`src/rtl/branch_history_predictor.sv`:
```
// ============================================================================
// Module   : branch_history_predictor
// Brief    : Bimodal 2-bit counter table plus tagged BTB for fetch-stage
//            direction/target prediction, trained by resolved EX branches.
// Revision : 1.0 - initial release
// ============================================================================
`default_nettype none

module branch_history_predictor #(
  parameter int         INDEX_W  = 4,
  parameter int         TAG_W    = 8,
  parameter logic [1:0] CNT_INIT = 2'b01
) (
  input  logic        clk,
  input  logic        rst,
  input  logic [31:0] pc_F,
  output logic        branch_decision,
  output logic [31:0] predict_target_F,
  input  logic        update_en_EX,
  input  logic [31:0] pc_EX,
  input  logic        taken_EX,
  input  logic [31:0] target_EX,
  input  logic        pred_taken_EX,
  output logic [31:0] branch_count,
  output logic [31:0] mispredict_count
);

  localparam int ENTRIES = 1 << INDEX_W;

  logic [1:0]       r_cnt    [ENTRIES];
  logic             r_valid  [ENTRIES];
  logic [TAG_W-1:0] r_tag    [ENTRIES];
  logic [31:0]      r_target [ENTRIES];
  logic [31:0]      r_branch_count;
  logic [31:0]      r_mispredict_count;

  logic [INDEX_W-1:0] w_rd_idx;
  logic [TAG_W-1:0]   w_rd_tag;
  logic [INDEX_W-1:0] w_up_idx;
  logic [TAG_W-1:0]   w_up_tag;
  logic               w_hit;
  logic [1:0]         w_cnt_next;

  assign w_rd_idx = pc_F[INDEX_W+1:2];
  assign w_rd_tag = pc_F[INDEX_W+TAG_W+1:INDEX_W+2];
  assign w_up_idx = pc_EX[INDEX_W+1:2];
  assign w_up_tag = pc_EX[INDEX_W+TAG_W+1:INDEX_W+2];

  // Direction is only trusted on a BTB tag hit; the counter itself is untagged.
  assign w_hit            = r_valid[w_rd_idx] && (r_tag[w_rd_idx] == w_rd_tag);
  assign branch_decision  = w_hit && r_cnt[w_rd_idx][1];
  assign predict_target_F = branch_decision ? r_target[w_rd_idx] : 32'd0;

  always_comb begin
    w_cnt_next = r_cnt[w_up_idx];
    if (taken_EX) begin
      if (r_cnt[w_up_idx] != 2'b11) w_cnt_next = r_cnt[w_up_idx] + 2'b01;
    end else begin
      if (r_cnt[w_up_idx] != 2'b00) w_cnt_next = r_cnt[w_up_idx] - 2'b01;
    end
  end

  always_ff @(posedge clk or negedge rst) begin
    if (!rst) begin
      for (int i = 0; i < ENTRIES; i++) begin
        r_cnt[i]    <= CNT_INIT;
        r_valid[i]  <= 1'b0;
        r_tag[i]    <= '0;
        r_target[i] <= 32'd0;
      end
      r_branch_count     <= 32'd0;
      r_mispredict_count <= 32'd0;
    end else if (update_en_EX) begin
      r_cnt[w_up_idx] <= w_cnt_next;
      // Not-taken outcomes leave the BTB entry in place.
      if (taken_EX) begin
        r_valid[w_up_idx]  <= 1'b1;
        r_tag[w_up_idx]    <= w_up_tag;
        r_target[w_up_idx] <= target_EX;
      end
      r_branch_count <= r_branch_count + 32'd1;
      if (pred_taken_EX != taken_EX) r_mispredict_count <= r_mispredict_count + 32'd1;
    end
  end

  assign branch_count     = r_branch_count;
  assign mispredict_count = r_mispredict_count;

endmodule

`default_nettype wire

```
`config.mk`:
```
export PLATFORM = sky130hd
export DESIGN_NAME = branch_history_predictor
export DESIGN_NICKNAME = d
export VERILOG_FILES = /design/src/rtl/branch_history_predictor.sv
export SDC_FILE = /design/constraint.sdc
export NUM_CORES = 1
export LEC_CHECK = 0
export CAP_MARGIN = 20
export CORE_MARGIN = 10
export CORE_UTILIZATION = 31
export DETAILED_ROUTE_END_ITERATION = 10
export PLACE_DENSITY = 0.46
export SLEW_MARGIN = 20
export SYNTH_ARGS = -nofsm -noshare
export SYNTH_HDL_FRONTEND = slang
export SYNTH_SLANG_ARGS = --single-unit
```
`constraint.sdc`:
```
create_clock -name clk -period 7.6 [get_ports clk]
set_clock_uncertainty 0.05 [all_clocks]
set_input_delay 1.52 -clock clk [delete_from_list [all_inputs] [get_ports clk]]
set_output_delay 1.52 -clock clk [all_outputs]
set_load 0.1 [all_outputs]
```
======== Yosys cells after proc, flatten, opt, wreduce, memory -nomap -nowiden ========
Cells that the tools add are included.
storage, ports and cells
  bits of input ports ..................... 101
  register bits after elaboration ......... 752
  word-level logic and storage cells ...... 115
cells by class
  equality and inequality tests ........... 3
  add/sub/neg operators ................... 4
  bitwise gates (word level) .............. 3
  multiplexer cells ....................... 30
  reduce and logical (&&, ||, !) cells .... 6
  order comparisons ....................... 3
operators by type and width
  operator                                                               count
  512-bit bitwise mux                                                    1
  32-bit binary-select mux with 4-bit select                             1
  128-bit bitwise mux                                                    1
  32-bit demux with 4-bit select                                         1
  32-bit two-way mux                                                     4
  32-bit by 1-bit adder with 32-bit output (second input constant)       2
  8-bit binary-select mux with 4-bit select                              1
  32-bit bitwise mux                                                     1
  8-bit demux with 4-bit select                                          1
  8-bit two-way mux                                                      3
  2-bit binary-select mux with 4-bit select                              2
  2-bit two-way mux                                                      8
  16-bit bitwise OR                                                      1
  5-bit greater-or-equal comparator (second input constant)              2
  4-bit NOT with 5-bit output                                            2
  2-bit demux with 4-bit select                                          1
  8-bit equality test                                                    1
  5-bit by 1-bit < comparator with 1-bit output (second input constant)  1
  1-bit binary-select mux with 4-bit select                              1
  1-bit demux with 4-bit select                                          1
  2-bit AND reduction                                                    2
  1-bit logical AND                                                      3
  1-bit two-way mux                                                      3
  2-bit by 1-bit adder with 2-bit output (second input constant)         1
  4 further kinds                                                        4

======== Depth between registers and ports, before layout ========
Gate-level depths: netlist (run 1).
  depth in word-level cells ............... 8
  depth in mapped cells ................... 11
  depth with buffers taken out ............ 6

======== Least setup slack after synthesis (run 1) ========
OpenSTA, ideal clock, no wires.
  path type ............................... input-to-output
  start point ............................. input port pc_F[2]
  end point ............................... output port branch_decision
  cell stages on the path ................. 8
  data required time ...................... 6030 ps
  slack ................................... -291 ps
  data arrival time ....................... 6321 ps
  cell sequence ........................... buf_4 > clkbuf_1 > mux4_2 > mux2i_1 > xnor2_1 > nand3_1 > buf_2 > nor4b_1
between the ends
  longest elaborated chain between the ends .. 7
  elaborated cells between the ends (all ways) .. 13
ends and longest elaborated chain
  what                                                   RTL line  source
  start: declaration                                     16        input logic [31:0] pc_F,
  4-bit NOT with 5-bit output (not written as such) (*)  50, 51
  8-bit binary-select mux with 4-bit select              50        assign w_hit = r_valid[w_rd_idx] && (r_tag[w_rd_idx] == w_rd_tag);
  8-bit two-way mux (not written as such) (2 in series)  50
  8-bit equality test                                    50
  1-bit logical AND                                      50
  1-bit logical AND (*)                                  51        assign branch_decision = w_hit && r_cnt[w_rd_idx][1];
  end: declaration                                       17        output logic branch_decision,
Every way passes the cells marked *; elsewhere a longest branch is shown, timed or not. The select of a mux whose other input is x is not followed.

======== Worst setup path in the final report (run 1) ========
  start point ............................. input port pc_F[4]
  end point ............................... output port predict_target_F[0]
between the ends
  longest elaborated chain between the ends .. 8
  elaborated cells between the ends (all ways) .. 17
ends and longest elaborated chain
  what                                                   RTL line    source
  4-bit NOT with 5-bit output (not written as such) (*)  50, 51, 52
  8-bit binary-select mux with 4-bit select              50
  8-bit two-way mux (not written as such) (2 in series)  50
  8-bit equality test                                    50
  1-bit logical AND                                      50
  1-bit logical AND                                      51
  32-bit two-way mux (*)                                 52          assign predict_target_F = branch_decision ? r_target[w_rd_idx] : 32'd0;
  end: declaration                                       18          output logic [31:0] predict_target_F,
Marks and branches as above.

==> impl_metrics.yaml, run 1 <==
floorplan:
  rows: 121
  dieArea_um2: 124400
  fp.dieH_um: 352.7
  start_util: 0.3139
  die_w_um: 352.7
  num_io_pins: 198
  core_area_um2: 109300
clock_network:
  cts_sinks: 752
  cts_max_path_buffers: 3
  root_buffer: "clkbuf_16"
  cts_hold_buf: 0
  clock_latency_ns: 0.66
  h-tree-depth: 3
  cts_setup_buffers: 0
  post_cts_resized: 0
  cts.reportedPaths.clkPinSlew_ns: 0.06
  cts_tree: "yes"
  cts_inserted_buffers: 90
sta:
  min_period_ns: 6.643
  layout_setup_ws_ns: 0.9573
  rsz0062_at_grt: "no"
  finalHoldWorstSlack_ns: 0.4094
  fin_crit_sh: 0.8740
  finalSetupTns_ns: 0
  slew_headroom: 0.2314
  finalHoldViolations: 0
  setup_viol: 0
  max_freq_mhz: 150.5
  maxSlewViolCount: 0
  worstMarginPinSlew_ns: 1.153
drt:
  vias_per_cell: 5.060
  num_vias: 19740
  drc: 0
  routed_wl_um: 94890
  dr.pass1.iters: 6
  ant_nets: 0
  wire_per_inst_um: 24.33
  initialDrtViolationCount: 943
worst_setup_path:
  arrival_ns: 5.07
  worst_path_max_delay_cell: "o32ai_4"
  r2r_cells: 6
  worstSetupPathType: "input pin to output pin"
  path_buf_inv: 3
  slowest_delay_ns: 0.82
  path_delay_family: "buffers and inverters"
  crit_path_max_fanout: 69
  crit_path_end_kind: "output pin"
  timing.rr.end: "mispredict_count[24]$_DFFE_PN0P_"
  cp_cell_sequence: "buf_6 > buf_4 > a311o_1 > a21oi_1 > o32ai_4 > nand2_1 > nor4_1 > buf_12"
  reg2reg_from: "mispredict_count[0]$_DFFE_PN0P_"
  worstPathRequired_ns: 6.03
  start_kind: "input pin"
  regToRegSetupSlack_ns: 4.90
global_routing:
  antenna_found_initial: 8
  busiest_layer: "met2"
  met3_usage: 0.02520
  grt.overflow.total: 0
  grtUsageMet2: 0.2623
  grt_use_met1: 0.1936
  grt_usage: 0.1519
  grt_pass1_wl_um: 144700
  first_global_vias: 21860
  grt_max_degree: 193
final_layout:
  post-route-util: 0.3738
  fin_area_um2: 40860
  areaGrowthSynthToFinish_pct: 19.07
  fin_nets: 2456
  drive_gt1_frac: 0.4598
hold_path:
  hold-path-endpoint: "r_valid[15]$_DFFE_PN0P_"
  hold_class: "flop to flop"
  hp-start: "r_valid[15]$_DFFE_PN0P_"
  hold_path_depth: 1
synthesis:
  syn_avg_cell_area_um2: 15.29
  synthFlopType: "dfrtp_1"
  synth-simple-area-share: 0.04675
  synth_cells: 2244
  synth_compound_area_frac: 0.01098
  yosysWarnings: 0
  synth_edf_count: 0
  netlist_area_um2: 34310
  yosysSeqAreaShare: 0.5490
  synthAdderAreaFrac: 0.001058
  netlist-cell-type-count: 49
  async_reset_ff_frac: 1.000
  synth_top_family_by_area: "multiplexers"
  muxShareOfSynthArea: 0.3504
  synth_nets: 2347
  yosys_register_bits: 752
  synth-xor-area-share: 0.01787
placed_design:
  dp_slack_ns: 0.8960
  dpl.hpwl_um: 53650
  place_area_um2: 37860
  place.gp.congestion: 0.7364
  portBuffers: 157
power_and_ir_drop:
  power.leakage_nw: 17.68
  vdd_drop_max_mv: 0.1466
  p_per_area_nw_per_um2: 282.1
job:
  maxCapViolCount: 0
run_status:
  status: "finished, final reports clean"
==> worst reg2reg max path, stage by stage (launching register included) <==
cell and delay, ns:
dfrtp_1 0.41, ha_1 0.20, nor4b_1 0.60, nand4_1 0.38, nor3_1 0.60, nand3_1 0.19, xnor2_1 0.16
==> layout make-up <==
cell class | count | area, µm²
inverter | 11 | 41.29
multi-input combinational | 1303 | 14880
clock inverter | 25 | 316.6
timing repair buffer | 195 | 2292
sequential | 752 | 18840
fill | 10330 | 68450
tap | 1476 | 1847
antenna | 2 | 5.005
clock buffer | 137 | 2639
==> sequential cells by signal, indices dropped and copies added (netlist names) <==
register and flops:
r_tag 128, branch_count 32, r_valid 16, r_target 512, r_cnt 32, mispredict_count 32
==> report_power, final <==
group | internal (mW) | switching (mW) | leakage (nW)
sequential | 4.78 | 0.396 | 9.60
clock | 2.54 | 1.74 | 1.45
combinational | 1.07 | 0.995 | 6.63
==> how the worst max path moves through the flow <==
stage / cells after the start / to / start
2_1_floorplan: 7 / predict_target_F[0] / pc_F[3]
3_3_place_gp: 8 / predict_target_F[0] / pc_F[4]
3_5_place_dp: 8 / predict_target_F[0] / pc_F[4]
4_1_cts: 8 / predict_target_F[0] / pc_F[4]
5_1_grt: 8 / predict_target_F[0] / pc_F[4]
6_report: 8 / predict_target_F[0] / pc_F[4]
==> metal layers <==
layer,up-vias,wire length [µm]
met2,302,48310
li1,8526,-
met1,10770,41230
met4,10,2150
met3,135,3137
met5,-,63
==> stage by stage <==
step,std cells,total power [mW]
CTS,3898,11.71
global route,3901,12.10
detailed placement,3736,7.346
global placement,3736,7.214
finish,3901,11.53
floorplan,2244,6.668
==> cell usage after synthesis, types with 8 or more instances <==
master      n  share of area
mux4_2    191           0.13
xnor2_1    43          0.011
nor3_1      9         0.0013
and3_1     11         0.0020
nand4_1    12         0.0022
nor4_2     30          0.011
inv_1      11         0.0012
xor2_1     27         0.0069
nor2_1     28         0.0031
mux2_2    642           0.21
o21ai_0    30         0.0044
nand3_1    48         0.0070
buf_4       9         0.0020
clkbuf_1   91          0.010
buf_2      25         0.0036
mux2i_1    44          0.013
dfstp_2    16          0.012
buf_1      47         0.0051
nand2b_1   16         0.0029
nand2_1   114          0.012
dfrtp_1   736           0.54
a22oi_1     8         0.0018
==> placed cells by master (no fill, tap or decap), drive strengths merged, types with 16 or more instances in the layout <==
cell,n
mux4,193
mux2i,44
xnor2,43
nand2,114
clkbuf,137
dfstp,16
dfrtp,736
xor2,27
nor2,28
o21ai,36
nand3,48
nand2b,16
mux2,642
nor4,34
clkdlybuf4s50,119
buf,76
==> cell families after synthesis <==
logic type | count (synthesis)
muxes | 879
DFF | 752
and+or+nand+nor | 291
buffers and inverters | 189
xor gates and xnor gates | 70
AOI/OAI and AO/OA | 60
adders and majority gates | 3
Power figures use the tool's default switching activity.
==> run 2: changes to the inputs <==
--- a/config.mk
+++ b/config.mk
@@ -10,7 +10,6 @@
 export CORE_UTILIZATION = 31
 export DETAILED_ROUTE_END_ITERATION = 10
 export PLACE_DENSITY = 0.46
-export SLEW_MARGIN = 20
 export SYNTH_ARGS = -nofsm -noshare
 export SYNTH_HDL_FRONTEND = slang
 export SYNTH_SLANG_ARGS = --single-unit
==> run 2 against run 1 <==
Clock power is 2% higher. Flip-flop and latch count stayed put. Utilization hardly changed. Sequential power hardly changed. Non-clock buffer count is 2 higher. Via count hardly changed. Clock-buffer cell count is 9 lower. Register-to-register slack worse by 0.04 ns. Highest routed layer unchanged.
==> impl_metrics.yaml, run 2 (synthesis gave the netlist of run 1 again) <==
worst_setup_path:
  worst_path_max_delay_cell: "o32ai_4"
  slowest_delay_ns: 0.76
  crit_path_end_kind: "output pin"
  worstSetupPathType: "input pin to output pin"
  cp_cell_sequence: "buf_6 > buf_4 > a311o_1 > a21oi_1 > o32ai_4 > nand2_1 > nor4_1 > buf_12"
  start_kind: "input pin"
  crit_path_max_fanout: 69
  r2r_cells: 6
  worstPathRequired_ns: 6.03
  arrival_ns: 4.98
final_layout:
  num-fill-cells: 10330
  top_register: "r_target"
  multiInputGateArea_um2: 14870
  final_common_cell: "dfrtp_1"
  areaGrowthSynthToFinish_pct: 19.14
  fin_nets: 2456
  fin_area_um2: 40880
  diodes: 0
  drive_gt1_frac: 0.4608
  seq_area_um2: 18840
  final_cell_mix: "dfrtp_1 (736), mux2_2 (642), mux4_2 (191)"
  top_regs: "r_target x512, r_tag x128"
  largest_register_ffs: 512
sta:
  rsz0062_at_grt: "no"
  worstMarginPinSlew_ns: 1.059
  min_period_ns: 6.552
  setup_viol: 0
  slew_headroom: 0.2920
  max_freq_mhz: 152.6
  finalSetupTns_ns: 0
  finalHoldViolations: 0
  maxSlewViolCount: 0
  fin_crit_sh: 0.8621
global_routing:
  grt_pass1_wl_um: 145100
  antenna_found_initial: 7
  grt_max_degree: 193
  first_global_vias: 21970
  grt.overflow.total: 0
  grt_usage: 0.1518
clock_network:
  cts_tree: "yes"
  cts_max_path_buffers: 3
  root_buffer: "clkbuf_16"
  cts_inserted_buffers: 88
  clock_latency_ns: 0.64
  cts_sinks: 752
  cts.reportedPaths.clkPinSlew_ns: 0.05
  cts_setup_buffers: 0
  h-tree-depth: 3
  post_cts_resized: 0
  cts_hold_buf: 0
power_and_ir_drop:
  p_total_mw: 11.59
  p_per_area_nw_per_um2: 283.6
  vdd_drop_max_mv: 0.1393
  power.leakage_nw: 17.70
hold_path:
  hold_class: "flop to flop"
  hold_path_depth: 1
drt:
  vias_per_cell: 5.058
  dr.pass1.iters: 5
  initialDrtViolationCount: 860
  routed_wl_um: 94640
  num_vias: 19730
  drc: 0
  wire_per_inst_um: 24.27
  ant_nets: 0
job:
  maxCapViolCount: 0
placed_design:
  place.gp.congestion: 0.7364
  place_area_um2: 37880
  portBuffers: 157
  dpl.hpwl_um: 53730
run_status:
  status: "finished, final reports clean"
floorplan:
  die_w_um: 352.7
  core_area_um2: 109300
  start_util: 0.3139
  rows: 121
  fp.dieH_um: 352.7
  dieArea_um2: 124400
  num_io_pins: 198
run 2: changes by cell type in the layout (fill, tap and decap cells not counted), sizes merged:
cell,delta
inv,-2
clkinv,+6
clkbuf,-9
buf,+2
diode,-2
bufinv,+4
run 2: worst paths after layout:
check                                                      from                          endpoint  slack (ns)
worst max-delay path                                    pc_F[4]              predict_target_F[31]        1.05
worst min-delay path                    r_valid[12]$_DFFE_PN0P_           r_valid[12]$_DFFE_PN0P_        0.41
worst max register to register  mispredict_count[0]$_DFFE_PN0P_  mispredict_count[30]$_DFFE_PN0P_        4.86
worst min register to register          r_valid[12]$_DFFE_PN0P_           r_valid[12]$_DFFE_PN0P_        0.41
max in group asynchronous                                   rst         r_target[179]$_DFFE_PN0P_        5.05
min in group asynchronous                                   rst      branch_count[29]$_DFFE_PN0P_        0.87
run 2: metal layers:
| metal | routed length, µm | global-route usage | vias to the layer above | share of wire |
|---|---|---|---|---|
| li1 | - | - | 8531 | - |
| met1 | 41250 | 0.1944 | 10750 | 0.44 |
| met2 | 47880 | 0.2604 | 290 | 0.51 |
| met3 | 3208 | 0.02613 | 150 | 0.034 |
| met4 | 2248 | 0.04439 | 10 | 0.024 |
| met5 | 51 | 0 | - | 0.00054 |
run 2: area by class of cell:
type | instances | area share
clock buffers | 128 | 0.06274
multi-input cells | 1303 | 0.3637
flip-flops and latches | 752 | 0.4608
well taps | 1476 | 0.04517
repair buffers | 197 | 0.05613
clock inverters | 33 | 0.01044
inverters | 11 | 0.001010
run 2: where the power goes:
part           switching, mW  leakage (nW)  internal, mW
sequential             0.397          9.60          4.78
clock                   1.73          1.48          2.62
combinational          0.991          6.63          1.07
run 2: critical path: cells and delay by family:
kind / cells / cell delay (ns)
compound gates: 3 / 1.07
simple gates: 2 / 0.75
buf+inv: 3 / 1.51
run 2: stage by stage:
step	utilization	hold WS, ns	setup WS, ns	instances
after floorplan	-	0.3758	0.07918	2244
after global placement	0.3464	0.3937	0.9200	3736
after detailed placement	0.3466	0.3969	0.9404	3738
after CTS	0.3739	0.4144	0.9125	3899
after global routing	0.3740	0.4291	0.8024	3900
final	0.3740	0.4138	1.048	3900
